**src/rtl/uart_frame_decoder.sv**
```systemverilog
// UART command-frame decoder: parses SYNC/CMD/ADDR/DATA/CHK frames into single
// memory requests and returns an ACK, NAK or read-data byte to the transmitter.
module uart_frame_decoder #(
    parameter logic [7:0]  SYNC_BYTE = 8'hA5,
    parameter int unsigned TIMEOUT   = 65535,
    parameter logic [7:0]  ACK_BYTE  = 8'h06,
    parameter logic [7:0]  NAK_BYTE  = 8'h15
) (
    input  logic       clk,
    input  logic       resetn,
    input  logic       rx_valid,
    input  logic [7:0] rx_data,
    output logic       req_valid,
    input  logic       req_ready,
    output logic       req_we,
    output logic [7:0] req_addr,
    output logic [7:0] req_wdata,
    input  logic       rd_valid,
    input  logic [7:0] rd_data,
    output logic       tx_valid,
    input  logic       tx_ready,
    output logic [7:0] tx_data,
    output logic [7:0] err_cnt,
    output logic       busy
);

    typedef enum logic [2:0] {
        IDLE,
        GET_CMD,
        GET_ADDR,
        GET_DATA,
        GET_CHK,
        ISSUE,
        WAIT_RD,
        REPLY
    } state_t;

    state_t      state_q, state_d;
    logic [7:0]  cmd_q, cmd_d;
    logic [7:0]  chk_q, chk_d;
    logic        chk_pend_q, chk_pend_d;
    logic [31:0] gap_q, gap_d;
    logic [7:0]  err_cnt_q, err_cnt_d;
    logic        req_valid_q, req_valid_d;
    logic        req_we_q, req_we_d;
    logic [7:0]  req_addr_q, req_addr_d;
    logic [7:0]  req_wdata_q, req_wdata_d;
    logic        tx_valid_q, tx_valid_d;
    logic [7:0]  tx_data_q, tx_data_d;
    logic        busy_q, busy_d;

    logic        in_frame;
    logic        timeout;
    logic        err_evt;
    logic [31:0] gap_inc;

    always_ff @(posedge clk or negedge resetn) begin
        if (!resetn) begin
            state_q     <= IDLE;
            cmd_q       <= '0;
            chk_q       <= '0;
            chk_pend_q  <= 1'b0;
            gap_q       <= '0;
            err_cnt_q   <= '0;
            req_valid_q <= 1'b0;
            req_we_q    <= 1'b0;
            req_addr_q  <= '0;
            req_wdata_q <= '0;
            tx_valid_q  <= 1'b0;
            tx_data_q   <= '0;
            busy_q      <= 1'b0;
        end else begin
            state_q     <= state_d;
            cmd_q       <= cmd_d;
            chk_q       <= chk_d;
            chk_pend_q  <= chk_pend_d;
            gap_q       <= gap_d;
            err_cnt_q   <= err_cnt_d;
            req_valid_q <= req_valid_d;
            req_we_q    <= req_we_d;
            req_addr_q  <= req_addr_d;
            req_wdata_q <= req_wdata_d;
            tx_valid_q  <= tx_valid_d;
            tx_data_q   <= tx_data_d;
            busy_q      <= busy_d;
        end
    end

    always_comb begin
        state_d     = state_q;
        cmd_d       = cmd_q;
        chk_d       = chk_q;
        chk_pend_d  = 1'b0;
        req_we_d    = req_we_q;
        req_addr_d  = req_addr_q;
        req_wdata_d = req_wdata_q;
        tx_data_d   = tx_data_q;
        err_evt     = 1'b0;

        // The cycle after the CHK byte is the check step; the gap counter is idle there.
        in_frame = (state_q inside {GET_CMD, GET_ADDR, GET_DATA, GET_CHK}) && !chk_pend_q;
        gap_inc  = gap_q + 32'd1;
        timeout  = in_frame && (gap_inc == TIMEOUT);
        gap_d    = in_frame ? gap_inc : '0;

        case (state_q)
            IDLE: begin
                if (rx_valid && rx_data == SYNC_BYTE) begin
                    state_d = GET_CMD;
                end
            end
            GET_CMD: begin
                if (timeout) begin
                    state_d = IDLE;
                    err_evt = 1'b1;
                end else if (rx_valid) begin
                    cmd_d   = rx_data;
                    gap_d   = '0;
                    state_d = GET_ADDR;
                end
            end
            GET_ADDR: begin
                if (timeout) begin
                    state_d = IDLE;
                    err_evt = 1'b1;
                end else if (rx_valid) begin
                    req_addr_d = rx_data;
                    gap_d      = '0;
                    state_d    = GET_DATA;
                end
            end
            GET_DATA: begin
                if (timeout) begin
                    state_d = IDLE;
                    err_evt = 1'b1;
                end else if (rx_valid) begin
                    req_wdata_d = rx_data;
                    gap_d       = '0;
                    state_d     = GET_CHK;
                end
            end
            GET_CHK: begin
                if (chk_pend_q) begin
                    if (((cmd_q ^ req_addr_q ^ req_wdata_q) == chk_q) && (cmd_q[7:1] == 7'd0)) begin
                        req_we_d = cmd_q[0];
                        state_d  = ISSUE;
                    end else begin
                        tx_data_d = NAK_BYTE;
                        err_evt   = 1'b1;
                        state_d   = REPLY;
                    end
                end else if (timeout) begin
                    state_d = IDLE;
                    err_evt = 1'b1;
                end else if (rx_valid) begin
                    chk_d      = rx_data;
                    chk_pend_d = 1'b1;
                    gap_d      = '0;
                end
            end
            ISSUE: begin
                err_evt = rx_valid;
                if (req_ready) begin
                    if (req_we_q) begin
                        tx_data_d = ACK_BYTE;
                        state_d   = REPLY;
                    end else begin
                        state_d = WAIT_RD;
                    end
                end
            end
            WAIT_RD: begin
                err_evt = rx_valid;
                if (rd_valid) begin
                    tx_data_d = rd_data;
                    state_d   = REPLY;
                end
            end
            REPLY: begin
                err_evt = rx_valid;
                if (tx_ready) begin
                    state_d = IDLE;
                end
            end
            default: state_d = IDLE;
        endcase

        err_cnt_d = (err_evt && err_cnt_q != 8'hFF) ? err_cnt_q + 8'd1 : err_cnt_q;
    end

    always_comb begin
        req_valid_d = (state_d == ISSUE);
        tx_valid_d  = (state_d == REPLY);
        busy_d      = (state_d != IDLE);

        req_valid = req_valid_q;
        req_we    = req_we_q;
        req_addr  = req_addr_q;
        req_wdata = req_wdata_q;
        tx_valid  = tx_valid_q;
        tx_data   = tx_data_q;
        err_cnt   = err_cnt_q;
        busy      = busy_q;
    end

endmodule
```
**config.mk**
```make
export PLATFORM = sky130hd
export DESIGN_NAME = uart_frame_decoder
export DESIGN_NICKNAME = d
export VERILOG_FILES = /design/src/rtl/uart_frame_decoder.sv
export SDC_FILE = /design/constraint.sdc
export NUM_CORES = 1
export LEC_CHECK = 0
export CAP_MARGIN = 20
export CELL_PAD_IN_SITES_DETAIL_PLACEMENT = 0
export CELL_PAD_IN_SITES_GLOBAL_PLACEMENT = 1
export CORE_ASPECT_RATIO = 1.1
export CORE_MARGIN = 4
export CORE_UTILIZATION = 47
export CTS_CLUSTER_SIZE = 20
export DETAILED_ROUTE_END_ITERATION = 8
export GPL_ROUTABILITY_DRIVEN = 0
export PLACE_DENSITY = 0.95
export SETUP_SLACK_MARGIN = 0.02
export SLEW_MARGIN = 20
export SYNTH_ARGS = -nofsm -noshare
export SYNTH_HDL_FRONTEND = slang
export SYNTH_SLANG_ARGS = --single-unit
```
**constraint.sdc**
```tcl
create_clock -name clk -period 5.4 [get_ports clk]
set_clock_uncertainty 0.15 [all_clocks]
set_input_delay 1.08 -clock clk [delete_from_list [all_inputs] [get_ports clk]]
set_output_delay 1.08 -clock clk [all_outputs]
set_load 0.1 [all_outputs]
```
# Word level (Yosys, flattened, before mapping)
# Index checks and enable logic that the tools add are counted.
# op_classes
addsub	2
n_eq_ne	18
n_mux	34
bitwise_logic	4
n_reduce_logical	19
# ops
operator	count
$mux W32	4
$pmux W32 S2	1
$mux W8	5
$mux W3	12
$add A32 B1 Y32 const B	1
$eq A32 B16 Y1 const B	1
$pmux W3 S8	1
$pmux W8 S3	1
$eq A3 B3 Y1 const B	6
$xor A8 B8 Y8	2
$reduce_and A3 Y1	4
$ne A2 B2 Y1 const B	5
$add A8 B1 Y8 const B	1
$eq A8 B8 Y1	1
$eq A8 B8 Y1 const B	1
$mux W1	8
$ne A8 B8 Y1 const B	1
$logic_not A7 Y1	1
$eq A3 B2 Y1 const B	2
$reduce_and A6 Y1	1
$reduce_bool A3 Y1	2
$reduce_or A3 Y1	2
$logic_and A1 B1 Y1	5
$reduce_and A4 Y1	1
other kinds (7)	8
# word_totals
regBits	88
in_bits	22
output_inout_bits	36
word_cells	90

# Depth between registers and ports, before layout
# depth
depth_word	8
mapped_depth	11
mapped_depth_nobuf	9

# Worst setup path after synthesis
# Ideal clock, no wire load.
# synth_path
path_type	register to register
startpoint	reg gap_q[0]
endpoint	reg req_wdata_q[2] (netlist: req_wdata[2])
setup_time_ps	126
arrival_time_ps	3179
required_ps	5124
path_slack_ps	1945
path_stages_with_launch	12
n_path_buf	2
period_less_slack_ps	3455
path_cell_list	dfrtp_1 > ha_1 > buf_2 > nand3_1 > or4_4 > or3_4 > nor4b_2 > o211ai_1 > nor4_4 > or3_1 > buf_4 > mux2_2
# synth_between
elab_chain_len	5
# synth_rtl
item	line	text
start: declaration	42	logic [31:0] gap_q, gap_d;
start signal: assignment	77	gap_q <= gap_d;
$add A32 B1 Y32	102	gap_inc = gap_q + 32'd1;
$eq A32 B16 Y1	103	timeout = in_frame && (gap_inc == TIMEOUT);
$logic_and A1 B1 Y1	103	
$not A1 Y1 (no line)	--	
$reduce_and A3 Y1 (no line)	--	
end signal: assignment	82	req_wdata_q <= req_wdata_d;
end: declaration	47	logic [7:0] req_wdata_q, req_wdata_d;
# Every way passes these cells.
# A chain may end at the register's enable or synchronous reset.

# Worst setup path after layout
# layout_path
startpoint	reg gap_q[0]
endpoint	reg gap_q[9]
# layout_between
elab_chain_len	6
word_cells_on_any_way	8
cone_classes	add/sub (1); eq/ne (1); mux (5); reduce/logical (1)
# layout_rtl
item	line	text
$add A32 B1 Y32 (*)	102	
$eq A32 B16 Y1 / $mux W32 (equally long branches)	103, 104	
$logic_and A1 B1 Y1 / $mux W32 (equally long branches)	--	
$mux W32	133	if (timeout) begin
$mux W32	143	if (chk_pend_q) begin
$pmux W32 S2 (*)	106	case (state_q)
net gap_d[9]	42	
# Mark *: on every way through the listed nets, which the timed path passes. The rest lies on a longest branch.

==> results.ini <==
[critical_path]
end_kind=register
reg2regPathDepth=10
cp_data_required_time_ns=5.56
r2r-end=gap_q[9]
r2r_slack_ns=1.36
setup.worst_path.start_class=register
cp_max_fo=20
worstSetupPathType=reg2reg
crit_arrival_ns=4.20
reg2reg_from=gap_q[0]

[sta]
period_needed_ns=4.04
min_period_over_period_pct=74.9
finalMaxSlewViolations=0
final_hold_viol_count=0
rsz0062_at_grt=false
fin_tns_setup_ns=0
maxSlewHeadroom_pct=33.4
fmax_mhz=247
setup_viol=0
finalHoldWorstSlack_ns=0.348
worst_pin_slew_ns=0.996

[final_layout]
design_area_mm2=0.00557
layout-drive-gt1-share_pct=12.1
nNetsFinal=539
syn_to_final_growth_pct=17.1
antennaDiodeCount=0

[placed_design]
placement.io_buffers=57
place_area_mm2=0.00539
dp_hpwl_mm=7.42

[synth]
syn_area_mm2=0.00476
yosysUniqueCellTypes=58
syn_inst=466
async_reset_ff_share_pct=100
synth_compound_area_share_pct=7.05
synth_flop_cell=dfrtp_1
synth_seq_area_share_pct=46.3
synthXorXnorAreaFrac_pct=11.0
synth_edf_count=0
muxShareOfSynthArea_pct=9.18
synthesis.nets=491
synth-simple-area-share_pct=22.7
synth_top_family_by_area=simple AND/OR/NAND/NOR gates
synth-adder-area-share_pct=0.789
syn_avg_cell_area_um2=10.2
ys.warnings.count=0
synth-seq-cells=88

[floorplanning]
core_area_mm2=0.00989
start_util_pct=48.1
die-width_um=104
dieArea_mm2=0.0118
rows=38
die_h_um=114
ios=58

[worst_hold_path]
hold-path-cell-count=2
hold_end=tx_data[3]
hp-start=tx_data[3]
min_path_type=reg2reg

[cts]
cts_made_buffers=9
h-tree-depth=3
clk_pin_slew_ns=0.10
cts_hold_buf=0
cts_tree=done
clock-sinks=88
max-clock-path-buffers=2
cts_resized=0
cts_setup_buffers=0
clkLatencyLatePin_ns=0.37
cts_root_buffer=clkbuf_8

[drt]
first_iter_violations=118
routed_wl_mm=10.2
first_pass_iters=4
vias=3599
drc=0
routedWlPerCell_um=16.0
ant_nets=0
drt-vias-per-instance=5.63

[global_route]
grt_overflow=0
grt_first_pass_wirelength_mm=17.7
first_global_vias=3648
grt_usage_pct=18.3
antenna_found_initial=0
grt_max_degree=53

[run]
max_cap_viol_count=0

[status]
status=completed

[pwr]
ir_drop_v=0.000522
power.density_mw_per_mm2=570
p_leak_nw=2.25

worst max-delay path: stages (launching register included):
cell	delay, ns
dfrtp_1	0.47
ha_1	0.36
nand3_1	0.15
or4_4	0.52
or3_4	0.41
nor4b_2	0.34
o22ai_1	0.18
or3_1	0.40
a221o_1	0.49
buf_4	0.29
o21ba_1	0.23
state kept, by name, summed over array words and instances (netlist names), 3 cells and up:
signal / flops
tx_data: 8
cmd_q: 8
req_addr: 8
req_wdata: 8
gap_q: 32
chk_q: 8
err_cnt: 8
state_q: 3
kinds of logic (layout without fill, tap and decap cells):
family	Yosys count	count (layout)
AND/OR/NAND/NOR	192	192
flip-flops	88	88
XOR/XNOR	60	60
AO/OA/AOI/OAI	52	52
multiplexers	39	39
buffers and inverters	32	85
adder cells (fa/ha/maj)	3	3
metrics by stage:
stage                     util, %  total power [mW]  cells  setup slack, ns
after floorplan                 -              2.36    466             1.94
after CTS                    56.3              3.19    639             1.33
after global placement       54.5              2.73    623             1.47
after global routing         56.3              3.34    639             1.07
after detailed placement     54.5              2.76    623             1.36
final                        56.3              3.17    639             1.36
power breakdown:
part | switching [mW] | internal (mW) | total [mW]
logic | 1.18 | 0.515 | 1.70
registers | 0.198 | 0.848 | 1.05
clock network | 0.255 | 0.175 | 0.430
worst max path at each step:
stage,from,endpoint,depth (start not counted)
CTS,gap_q[0],req_wdata[4],9
finish,gap_q[0],gap_q[9],10
global route,state_q[1],gap_q[9],9
detailed placement,gap_q[0],req_wdata[4],9
floorplan,gap_q[0],req_wdata[2],11
global placement,state_q[1],gap_q[9],9
metal layers:
metal  up-vias  part of all wire (%)  GRT usage [%]
li1       1747                     -              -
met1      1769                    45           23.8
met2        70                    50           31.2
met3        13                   3.4           2.89
met4         0                   1.7           6.56
met5         -                     0              0
cell usage after synthesis, drive strengths merged (4+ instances only):
library cell	number	area [µm²]
mux2	37	417
o31ai	4	35.0
or3	4	30.0
nand4	12	87.6
nor2	47	176
nand2	35	131
nor2b	4	25.0
buf	11	56.3
nor4	14	139
clkbuf	11	43.8
inv	10	37.5
nand2b	5	31.3
a21oi	6	30.0
xnor2	40	350
xor2	20	175
dfrtp	88	2200
o21ai	21	105
or4	5	41.3
nand3	21	110
nor3	13	70.1
and3	17	106
placed cells by master (no fill, tap or decap), types with 4 or more instances in the layout:
| master | instances |
|---|---|
| mux2_2 | 33 |
| clkbuf_8 | 9 |
| nand3_1 | 20 |
| xnor2_1 | 40 |
| nand2b_1 | 5 |
| dfrtp_1 | 88 |
| and3_1 | 17 |
| nor3_1 | 12 |
| a21oi_1 | 6 |
| nor4_1 | 10 |
| nor2_1 | 47 |
| mux2_1 | 4 |
| xor2_1 | 20 |
| or4_1 | 4 |
| nand2_1 | 35 |
| o21ai_0 | 20 |
| clkdlybuf4s50_1 | 56 |
| nor2b_1 | 4 |
| inv_1 | 10 |
| nand4_1 | 10 |
final cells by class:
cell class              count  area, µm²
clock buffers              10        128
flip-flops and latches     88       2200
clock inverters             6       51.3
repair buffers             59        583
fillers                   845       4320
multi-input cells         346       2420
well taps                 120        150
inverters                  10       37.5
Note: power is estimated with default switching activity, not from simulation.
